`src/rtl/pcm_capture_ctrl.sv`:
```
// pcm_capture_ctrl: packs 16-bit PCM samples into a byte FIFO (low byte first, pairs never split)
// and hands one FIFO byte, fill byte or drop-count byte to the SPI slave per busy rise.
module pcm_capture_ctrl #(
  parameter logic [7:0]  FILL_BYTE = 8'h00,
  parameter int unsigned DROP_W    = 16
) (
  input  logic        clk,
  input  logic        rst_n,
  input  logic [15:0] pcm_data,
  input  logic        pcm_ready,
  input  logic [7:0]  cmd_byte,
  input  logic        cmd_valid,
  input  logic        spi_busy,
  output logic [7:0]  tx_byte,
  output logic        tx_valid,
  output logic        fifo_wr_en,
  output logic [7:0]  fifo_wr_data,
  input  logic        fifo_full,
  output logic        fifo_rd_en,
  input  logic [7:0]  fifo_rd_data,
  input  logic        fifo_empty,
  output logic        capturing,
  output logic        overflow
);

  localparam logic [7:0] CMD_START = 8'h01;
  localparam logic [7:0] CMD_STOP  = 8'h02;
  localparam logic [7:0] CMD_CLEAR = 8'h03;
  localparam logic [7:0] CMD_RDROP = 8'h04;

  // W_IDLE: waiting for a sample | W_HIGH: low byte written, high byte pending
  typedef enum logic {W_IDLE, W_HIGH} w_state_t;
  // R_IDLE: waiting for busy rise | R_POP: FIFO read issued | R_LOAD: FIFO data valid
  typedef enum logic [1:0] {R_IDLE, R_POP, R_LOAD} r_state_t;

  w_state_t          w_state, w_next;
  r_state_t          r_state, r_next;
  logic              wr_lo, wr_hi, drop;
  logic              pop, load_fill, load_rpt, load_fifo;
  logic [7:0]        sample_hi;
  logic [DROP_W-1:0] drop_cnt;
  logic [15:0]       cnt16;
  logic              rpt_armed, rpt_phase;
  logic [7:0]        rpt_hi;
  logic              busy_s1, busy_s2, busy_hist, busy_rise;
  logic              cmd_start, cmd_stop, cmd_clear, cmd_rdrop;

  assign cmd_start = cmd_valid && (cmd_byte == CMD_START);
  assign cmd_stop  = cmd_valid && (cmd_byte == CMD_STOP);
  assign cmd_clear = cmd_valid && (cmd_byte == CMD_CLEAR);
  assign cmd_rdrop = cmd_valid && (cmd_byte == CMD_RDROP);
  assign busy_rise = busy_s2 && !busy_hist;
  assign cnt16     = 16'(drop_cnt);

  always_comb begin
    w_next = w_state;
    wr_lo  = 1'b0;
    wr_hi  = 1'b0;
    drop   = 1'b0;
    case (w_state)
      W_IDLE: begin
        if (pcm_ready && capturing) begin
          if (!fifo_full) begin
            wr_lo  = 1'b1;
            w_next = W_HIGH;
          end else begin
            drop = 1'b1;
          end
        end
      end
      W_HIGH: begin
        drop = pcm_ready;
        if (!fifo_full) begin
          wr_hi  = 1'b1;
          w_next = W_IDLE;
        end
      end
      default: w_next = W_IDLE;
    endcase
  end

  always_comb begin
    r_next    = r_state;
    pop       = 1'b0;
    load_fill = 1'b0;
    load_rpt  = 1'b0;
    load_fifo = 1'b0;
    case (r_state)
      R_IDLE: begin
        if (busy_rise) begin
          if (rpt_armed)       load_rpt  = 1'b1;
          else if (fifo_empty) load_fill = 1'b1;
          else begin
            pop    = 1'b1;
            r_next = R_POP;
          end
        end
      end
      R_POP:   r_next = R_LOAD;
      R_LOAD: begin
        load_fifo = 1'b1;
        r_next    = R_IDLE;
      end
      default: r_next = R_IDLE;
    endcase
  end

  always_ff @(posedge clk or negedge rst_n) begin
    if (!rst_n) begin
      w_state      <= W_IDLE;
      fifo_wr_en   <= 1'b0;
      fifo_wr_data <= 8'h00;
      sample_hi    <= 8'h00;
      capturing    <= 1'b0;
      overflow     <= 1'b0;
      drop_cnt     <= '0;
    end else begin
      w_state    <= w_next;
      fifo_wr_en <= wr_lo || wr_hi;
      if (wr_lo) begin
        sample_hi    <= pcm_data[15:8];
        fifo_wr_data <= pcm_data[7:0];
      end else if (wr_hi) begin
        fifo_wr_data <= sample_hi;
      end
      if (cmd_start)     capturing <= 1'b1;
      else if (cmd_stop) capturing <= 1'b0;
      // a clear in the same cycle as a drop wins
      if (cmd_start || cmd_clear) begin
        drop_cnt <= '0;
        overflow <= 1'b0;
      end else if (drop) begin
        overflow <= 1'b1;
        if (drop_cnt != '1) drop_cnt <= drop_cnt + DROP_W'(1);
      end
    end
  end

  always_ff @(posedge clk or negedge rst_n) begin
    if (!rst_n) begin
      r_state    <= R_IDLE;
      busy_s1    <= 1'b0;
      busy_s2    <= 1'b0;
      busy_hist  <= 1'b0;
      fifo_rd_en <= 1'b0;
      tx_valid   <= 1'b0;
      tx_byte    <= 8'h00;
      rpt_armed  <= 1'b0;
      rpt_phase  <= 1'b0;
      rpt_hi     <= 8'h00;
    end else begin
      busy_s1    <= spi_busy;
      busy_s2    <= busy_s1;
      busy_hist  <= busy_s2;
      r_state    <= r_next;
      fifo_rd_en <= pop;
      tx_valid   <= load_fill || load_rpt || load_fifo;
      if (load_fifo)      tx_byte <= fifo_rd_data;
      else if (load_fill) tx_byte <= FILL_BYTE;
      else if (load_rpt)  tx_byte <= rpt_phase ? rpt_hi : cnt16[7:0];
      // high byte is snapshotted with the low byte so the pair is consistent
      if (load_rpt) begin
        if (!rpt_phase) begin
          rpt_hi    <= cnt16[15:8];
          rpt_phase <= 1'b1;
        end else begin
          rpt_armed <= 1'b0;
          rpt_phase <= 1'b0;
        end
      end
      if (cmd_rdrop) begin
        rpt_armed <= 1'b1;
        rpt_phase <= 1'b0;
      end
    end
  end

endmodule

```
`config.mk`:
```
export PLATFORM = sky130hd
export DESIGN_NAME = pcm_capture_ctrl
export DESIGN_NICKNAME = d
export VERILOG_FILES = /design/src/rtl/pcm_capture_ctrl.sv
export SDC_FILE = /design/constraint.sdc
export NUM_CORES = 1
export LEC_CHECK = 0
export BUFFER_PORTS_ARGS = -buffer_cell sky130_fd_sc_hd__buf_4
export CORE_UTILIZATION = 30
export CTS_CLUSTER_SIZE = 14
export DETAILED_ROUTE_END_ITERATION = 12
export GPL_ROUTABILITY_DRIVEN = 1
export PLACE_DENSITY_LB_ADDON = 0.05
export SLEW_MARGIN = 20
export SYNTH_ARGS = -nofsm -noshare
export SYNTH_HDL_FRONTEND = slang
export SYNTH_SLANG_ARGS = --single-unit
```
`constraint.sdc`:
```
create_clock -name clk -period 4.85 [get_ports clk]
set_clock_uncertainty 0.05 [all_clocks]
set_input_delay 0.485 -clock clk [delete_from_list [all_inputs] [get_ports clk]]
set_output_delay 0.485 -clock clk [all_outputs]
set_load 0.02 [all_outputs]
```
==> qor.yml, run 1 <==
place.gp.congestion: 0.7426
h-tree-depth: 3
drive_above_1_share_pct: 32.02
finalHoldViolCount: 0
die_w_um: 101.3
syn_area_sq_mm: 0.002959
start_util_pct: 31.43
pre_cts_slack_ns: 2.577
mostFrequentLayoutCells: "61 x dfrtp_1, 60 x buf_4, 34 x nand2_1, 24 x mux2_2"
setup_violations: 0
dieArea_sq_mm: 0.01026
reg2reg_from: "r_state[0]"
die_h_um: 101.3
syn_to_final_growth_pct: 24.40
final_util_pct: 39.10
crit_start: "r_state[0]"
async_flop_share_pct: 100.0
clk_latency_ns: 0.33
numClockSinks: 61
num_antenna_cells: 0
final.setup.worst_slack_ns: 2.764
drt-total-wl_um: 6798
drt_iter0_drc: 81
fmax_ghz: 0.4795
endpoint_kind: "flop"
gr-total-overflow: 0
avgSynthCellArea_sq_um: 11.08
finalSetupTns_ns: 0
synthCells: 267
nets: 366
yosys_register_bits: 61
grt_pass1_wl_um: 11640
seq_area_frac_synth_pct: 51.59
rows: 35
grt.total_usage_pct: 14.96
path_max_fanout: 10
ctsLongestPathBuffers: 2
final_common_cell: "dfrtp_1"
fin_crit_ns: 2.086
final_antenna_net_count: 0
synth_ff_type: "dfrtp_1"
drc: 0
yosysWarnings: 0
clockRootBuffer: "clkbuf_8"
slew_headroom_pct: 47.82
viasPerCell: 4.828
worstMarginPinSlew_ns: 0.7827
hold_buffers: 0
required_ns: 5.02
startpoint_type: "flop"
hold-worst-slack_ns: 0.1814
grt_pass1_vias: 2297
cts_resized: 0
power_density_mw_per_mm2: 371.8
min_period_over_period_pct: 43.00
hp-class: "input pin to async pin"
syn_nets: 307
critPathKind: "flop to flop"
firstDrtPassIters: 4
cts_post_setup_buffers_inserted: 0
ys_types: 43
core-area_sq_mm: 0.009415
detailed_place_hpwl_um: 4804
grt_max_degree: 62
leakage_uw: 0.001647
boundaryPins: 60
cp_data_arrival_time_ns: 2.26
placed_cell_area_sq_mm: 0.003518
drv_cap: 0
cts_tree: "yes"
clkSlewWorstSetupHoldPaths_ns: 0.07
vias: 2221
portBuffers: 59
status: "finished, final reports clean"
slew_viol_final: 0
antenna_found_initial: 0
design_area_sq_mm: 0.003681
wire_per_inst_um: 14.78
synth_edf_count: 0
ir_worst_vdd_uv: 158.6
grt_setup_unrepaired: "no"
tritoncts.num_buffers: 9
-- per-layer routing --
layer | up-vias | part of all wire [%] | GRT usage [%]
met1 | 1061 | 49 | 19.08
li1 | 1104 | - | -
met5 | - | 0 | 0
met2 | 49 | 46 | 24.49
met3 | 7 | 3.9 | 4.486
met4 | 0 | 1.2 | 4.459
-- path summary, 6_finish.rpt --
kind                              endpoint  cells past startpoint  slack (ns)
max in group asynchronous        cnt16[14]                      1        4.06
setup / recovery                 rpt_hi[7]                      4        2.76
hold reg to reg                    busy_s2                      0        0.30
setup reg to reg                 rpt_hi[7]                      4        2.76
hold / removal             fifo_wr_data[7]                      1        0.18
min in group clk                   busy_s1                      1        0.20
-- cell type report --
cell class	instances	area (sq um)
Fill cell	957	5734
Sequential cell	61	1526
Multi-Input combinational cell	189	1365
Timing Repair Buffer	60	450.4
Tap cell	129	161.4
Clock buffer	11	131.4
Clock inverter	5	27.53
Inverter	5	18.77
-- power breakdown --
group | internal [uW] | total (uW) | switching [uW] | leakage [uW]
clock | 182 | 382 | 201 | 0.0000829
sequential | 588 | 683 | 95.6 | 0.000780
combinational | 155 | 303 | 148 | 0.000784
total | 924 | 1370 | 444 | 0.00165
-- worst max-delay path, cell delays in order (launching register included) --
cell	delay, ns
dfrtp_1	0.41
nor2_1	0.19
and4b_1	0.57
nand2b_1	0.38
mux2_2	0.37
-- state kept, by name, summed over array words and instances (netlist names) --
register	flops
cnt16	16
fifo_wr_data	8
rpt_hi	8
sample_hi	8
tx_byte	8
r_state	2
busy_hist	1
busy_s1	1
busy_s2	1
capturing	1
fifo_rd_en	1
fifo_wr_en	1
overflow	1
rpt_armed	1
rpt_phase	1
tx_valid	1
w_state	1
-- metrics by stage --
| step | power (uW) | std cells |
|---|---|---|
| 5_1_grt | 1462 | 460 |
| 2_1_floorplan | 853.7 | 267 |
| 3_3_place_gp | 1002 | 444 |
| 6_report | 1369 | 460 |
| 4_1_cts | 1395 | 460 |
| 3_5_place_dp | 1004 | 444 |
-- Yosys cell counts, types with 3 or more instances --
cell type  count  area, sq um
o31ai_1        5        37.54
clkbuf_1       3        11.26
mux2_2        24        270.3
nand4_1        5        31.28
nor2b_1        3        18.77
o41ai_1        4        35.03
or4_1          4        30.03
buf_4          4        30.03
a21oi_1       15        75.07
buf_2          3        15.01
mux2i_1       21        210.2
inv_1          5        18.77
a21o_1         3        22.52
nand2b_1       5        31.28
o21ai_0       21        105.1
nand2_1       34        127.6
nor4_1         4        25.02
nand3_1        6        30.03
and3_1         3        18.77
nor2_1         5        18.77
dfrtp_1       61         1526
-- logic make-up (layout without fill, tap and decap cells) --
| group | count (synthesis) | in the layout | share of synthesized area [%] |
|---|---|---|---|
| adder cells (fa/ha/maj) | 1 | 1 | 0.4228 |
| buffers and inverters | 17 | 81 | 2.917 |
| AND/OR/NAND/NOR | 89 | 89 | 17.89 |
| multiplexers | 45 | 45 | 16.24 |
| flip-flops | 61 | 61 | 51.59 |
| AO/OA/AOI/OAI | 54 | 54 | 10.95 |
Note: power is estimated with default switching activity, not from simulation.
==> run 2: changes to the inputs <==
clock period = 1.82 ns   (was 4.85 ns; I/O delays follow)
==> run 2 against run 1 <==
  * Die area did not move
  * Fmax is 19% higher
  * Routed wire length is 6.4% higher
  * First-iteration DRC count fell by 12%
  * Non-clock buffer count grew 34
  * Highest routed layer unchanged
  * Sequential cell count did not move
  * Combinational power grew to 3.3 times the previous value
  * Worst setup slack got worse by 2.7 ns
  * Sequential share of layout area decreased by 3.6 points
==> qor.yml, run 2 (same netlist as run 1, synthesis figures left out) <==
grt_pass1_vias: 2365
portBuffers: 59
rrSetupSlack_ns: 0.07
finalHoldViolCount: 0
min-delay-start: "pcm_data[8]"
fillers: 899
viasPerCell: 4.824
final_common_cell: "buf_4"
switchingPower_uw: 1273
power_density_mw_per_mm2: 959.1
startpoint_type: "flop"
slew_viol_final: 0
ir_worst_vdd_uv: 380.4
drive_above_1_share_pct: 38.63
vias: 2383
ctsLongestPathBuffers: 2
critical_path_depth: 5
design_area_sq_mm: 0.004038
numClockSinks: 61
seqCellArea_sq_mm: 0.001530
cts_tree: "yes"
finalNonFillerCells: 494
core-area_sq_mm: 0.009415
setup_violations: 0
power_uw: 3873
multi_input_area_sq_mm: 0.001410
start_util_pct: 31.43
dr_wl_met2_um: 3376
firstDrtPassIters: 4
path_max_fanout: 5
grt_max_degree: 38
top_layer: "met4"
crit_chain: "buf_4 > nand4_4 > nor4_2 > or4b_1 > a21oi_1"
routed-wl-met3_um: 215
h-tree-depth: 3
dieArea_sq_mm: 0.01026
pre_cts_slack_ns: -0.01865
cp.buffers_inverters: 1
status: "finished, final reports clean"
power.share.sequential_pct: 45.5
hold_path_end: "sample_hi[0]"
critPathKind: "flop to flop"
die_h_um: 101.3
gr-total-overflow: 0
clk_latency_ns: 0.34
endpoint_kind: "flop"
final.setup.worst_slack_ns: 0.06702
final_antenna_net_count: 0
drt-total-wl_um: 7232
reg2reg_from: "cnt16[0]"
boundaryPins: 60
fmax_ghz: 0.5705
internal_power_uw: 2599
nets: 400
min_period_over_period_pct: 96.32
wl_met1_um: 3525
worstHoldPathCells: 2
drt_iter0_drc: 71
syn_to_final_growth_pct: 36.45
required_ns: 2.03
slew_headroom_pct: 61.15
critPathTopFamily: "simple AND/OR/NAND/NOR gates"
reg2reg_depth: 5
mostFrequentLayoutCells: "83 x buf_4, 58 x dfrtp_1, 34 x nand2_1, 24 x mux2_2"
combPwrFrac_pct: 26.2
clockRootBuffer: "clkbuf_8"
switching_share_pct: 32.88
place.gp.congestion: 0.7509
detailed_place_hpwl_um: 5340
reg2reg_to: "cnt16[15]"
drc: 0
worstMarginPinSlew_ns: 0.5827
num_antenna_cells: 0
slowest_delay_ns: 0.46
fin_crit_ns: 1.753
cp_data_arrival_time_ns: 1.96
grt_pass1_wl_um: 11630
hp-class: "input pin to flop"
largest_reg_flops: 16
placed_cell_area_sq_mm: 0.003689
antenna_found_initial: 0
wire_per_inst_um: 14.64
drv_cap: 0
die_w_um: 101.3
leakage_uw: 0.001816
tritoncts.num_buffers: 9
clkSlewWorstSetupHoldPaths_ns: 0.08
rows: 35
dp.cells: 465
cpMaxStageDelayCell: "or4b_1"
clkPwrFrac_pct: 28.3
grt.total_usage_pct: 15.00
## run 2: cell count changes in the layout (fill, tap and decap cells not counted), sizes merged
cell,before,now
clkinv,4,2
dlygate4sd3,0,10
clkbuf,11,10
clkinvlp,1,2
inv,5,7
buf,60,84
## run 2: worst max path at each step
| stage | from | end | slack [ns] |
|---|---|---|---|
| final | cnt16[0] | cnt16[15] | 0.07 |
| after global routing | w_state | cnt16[6] | -0.008 |
| after CTS | cnt16[0] | cnt16[3] | 0.002 |
| after detailed placement | capturing | fifo_wr_data[5] | -0.02 |
| after global placement | cnt16[0] | cnt16[7] | 0.02 |
| after floorplan | cnt16[0] | cnt16[3] | 0.04 |
## run 2: routing by layer
metal,track usage (%),up-vias
met5,0,-
met1,19.63,1152
met4,6.912,0
li1,-,1173
met3,3.244,10
met2,23.76,48
## run 2: through the flow
stage	hold WS (ns)	util, %	TNS [ns]
after floorplan	-0.1636	-	0
after global placement	0.06596	39.18	0
after detailed placement	0.06647	39.18	-0.01865
after CTS	0.0009540	42.10	0
after global routing	0.001110	42.88	-0.008077
final	0.01575	42.88	0
## run 2: final cells by class
class | instances | share of cell area, %
Clock buffer | 10 | 3.161
Timing Repair Buffer | 94 | 18.41
Inverter | 5 | 0.4648
Clock inverter | 6 | 1.147
Multi-Input combinational cell | 189 | 34.92
Sequential cell | 61 | 37.90
Tap cell | 129 | 3.998
## run 2: repair_timing
action                                  CTS  global route
endpoints found under the hold margin    33             0
gates resized for setup                   1            11
hold buffers                             10             0
endpoints found under the setup margin    3            12
setup buffers                             0             3
## run 2: power by group through the flow
stage	Clock, uW	Combinational [uW]	Sequential (uW)
final	1100	1010	1760
after global routing	1190	1120	1790
after CTS	1130	972	1770
after detailed placement	0	955	1800
after global placement	0	944	1790
after floorplan	0	404	1870
==> run 3: changes to the inputs <==
CORE_UTILIZATION = 49   (was 30)
==> run 3 against run 2 <==
  * Design area down 1.8%
  * Combinational power barely moved
  * Worst setup slack better by 0.013 ns
  * Die area fell by 38%
  * Largest cell class unchanged
  * Non-clock buffer count fell by 9
  * Total power up 6.7%
  * Sequential share of layout area rose by 0.68 points
  * Sequential cell count stayed put
  * Via count decreased by 1.3%
  * Critical path depth unchanged
  * Utilization increased by 27 points
==> qor.yml, run 3 (same netlist as run 1, synthesis figures left out) <==
reg2reg_from: "cnt16[1]"
slew_headroom_pct: 60.99
placed_cell_area_sq_mm: 0.003572
power_density_mw_per_mm2: 1042
switchingPower_uw: 1224
grt_setup_unrepaired: "yes"
switching_share_pct: 29.61
ir_worst_vdd_uv: 602.1
seqCellArea_sq_mm: 0.001530
die_w_um: 79.71
num_antenna_cells: 0
antenna_found_initial: 0
drv_cap: 0
cts_tree: "yes"
cp_data_arrival_time_ns: 1.95
tritoncts.num_buffers: 9
drc: 0
grt_pass1_vias: 2437
startpoint_type: "flop"
drt_iter0_drc: 141
place.gp.congestion: 0.8454
core-area_sq_mm: 0.005675
clkSlewWorstSetupHoldPaths_ns: 0.07
drt-total-wl_um: 6726
power.share.sequential_pct: 42.3
leakage_uw: 0.001800
die_h_um: 79.71
numClockSinks: 61
endpoint: "cnt16[5]"
clk_latency_ns: 0.34
grt_pass1_wl_um: 11470
ctsLongestPathBuffers: 2
critPathKind: "flop to flop"
setup_violations: 0
finalHoldViolCount: 0
fmax_ghz: 0.5746
endpoint_kind: "flop"
combPwrFrac_pct: 23.9
slew_viol_final: 0
firstDrtPassIters: 4
clockRootBuffer: "clkbuf_8"
finalSetupTns_ns: 0
wire_per_inst_um: 15.71
internal_power_uw: 2910
largest_reg_flops: 16
viasPerCell: 5.493
nets: 391
detailed_place_hpwl_um: 4895
cts_post_setup_buffers_inserted: 0
reg2reg_to: "cnt16[5]"
status: "finished, final reports clean"
worstMarginPinSlew_ns: 0.5851
drive_above_1_share_pct: 37.92
fillers: 436
crit_start: "cnt16[1]"
rrSetupSlack_ns: 0.08
required_ns: 2.03
start_util_pct: 52.14
mostFrequentLayoutCells: "74 x buf_4, 58 x dfrtp_1, 34 x nand2_1, 24 x mux2_2"
min_period_over_period_pct: 95.62
vias: 2351
portBuffers: 59
fin_crit_ns: 1.740
grt.total_usage_pct: 24.23
path_max_fanout: 6
gr-total-overflow: 0
rows: 27
boundaryPins: 60
grt_max_degree: 34
clkPwrFrac_pct: 33.8
design_area_sq_mm: 0.003966
dieArea_sq_mm: 0.006354
final_common_cell: "buf_4"
multi_input_area_sq_mm: 0.001418
h-tree-depth: 3
syn_to_final_growth_pct: 34.04
final_antenna_net_count: 0
reg2reg_depth: 5
hp-class: "input pin to flop"
-- run 3: critical path, cell delays in order, from the launching register on --
cell,delay (ns)
dfrtp_1,0.42
ha_2,0.20
and3_2,0.23
and3_2,0.26
a21oi_1,0.24
mux2i_1,0.25
-- run 3: timing repair --
action | 4_1_cts | 5_1_grt
hold endpoints to repair | 37 | 0
gates resized for setup | 1 | 14
gates cloned | 0 | 0
hold buffers | 10 | 0
pin swaps | 0 | 3
endpoints found under the setup margin | 6 | 18
-- run 3: cell type report --
cell class	instances	share of cell area, %
Timing Repair Buffer	85	17.03
Clock inverter	5	2.082
Multi-Input combinational cell	189	35.74
Inverter	5	0.4732
Clock buffer	11	3.817
Tap cell	72	2.271
Sequential cell	61	38.58
-- run 3: worst min-delay path by stage --
stage	from	end	slack (ns)	cells past startpoint
after global routing	pcm_data[8]	sample_hi[0]	0.02	2
after floorplan	rst_n	busy_hist	-0.16	0
final	fifo_rd_data[1]	tx_byte[1]	0.02	3
after global placement	rst_n	sample_hi[6]	0.08	1
after CTS	pcm_data[10]	sample_hi[2]	0.01	2
after detailed placement	rst_n	sample_hi[6]	0.08	1
-- run 3: power groups by stage --
stage / Combinational [uW] / Clock, uW / Sequential [uW]
finish: 986 / 1400 / 1750
global route: 1100 / 1470 / 1780
CTS: 985 / 1420 / 1750
detailed placement: 963 / 0 / 1770
global placement: 940 / 0 / 1760
floorplan: 404 / 0 / 1870
-- run 3: per-layer routing --
metal / vias up / global-route usage (%) / wire length, um
li1: 1154 / - / -
met3: 16 / 4.343 / 275
met5: - / 0 / 0
met2: 62 / 39.74 / 3248
met4: 0 / 11.64 / 167
met1: 1119 / 30.80 / 3034
-- run 3: stage by stage --
stage	utilization (%)	cells	setup slack, ns	power (uW)	hold slack (ns)
after floorplan	-	267	0.03775	2275	-0.1636
after global placement	62.94	402	0.03532	2705	0.08159
after detailed placement	62.94	402	-0.0002293	2729	0.08373
after CTS	68.89	428	0.01022	4150	0.01054
after global routing	69.89	428	-0.02489	4342	0.01948
final	69.89	428	0.07967	4133	0.01907
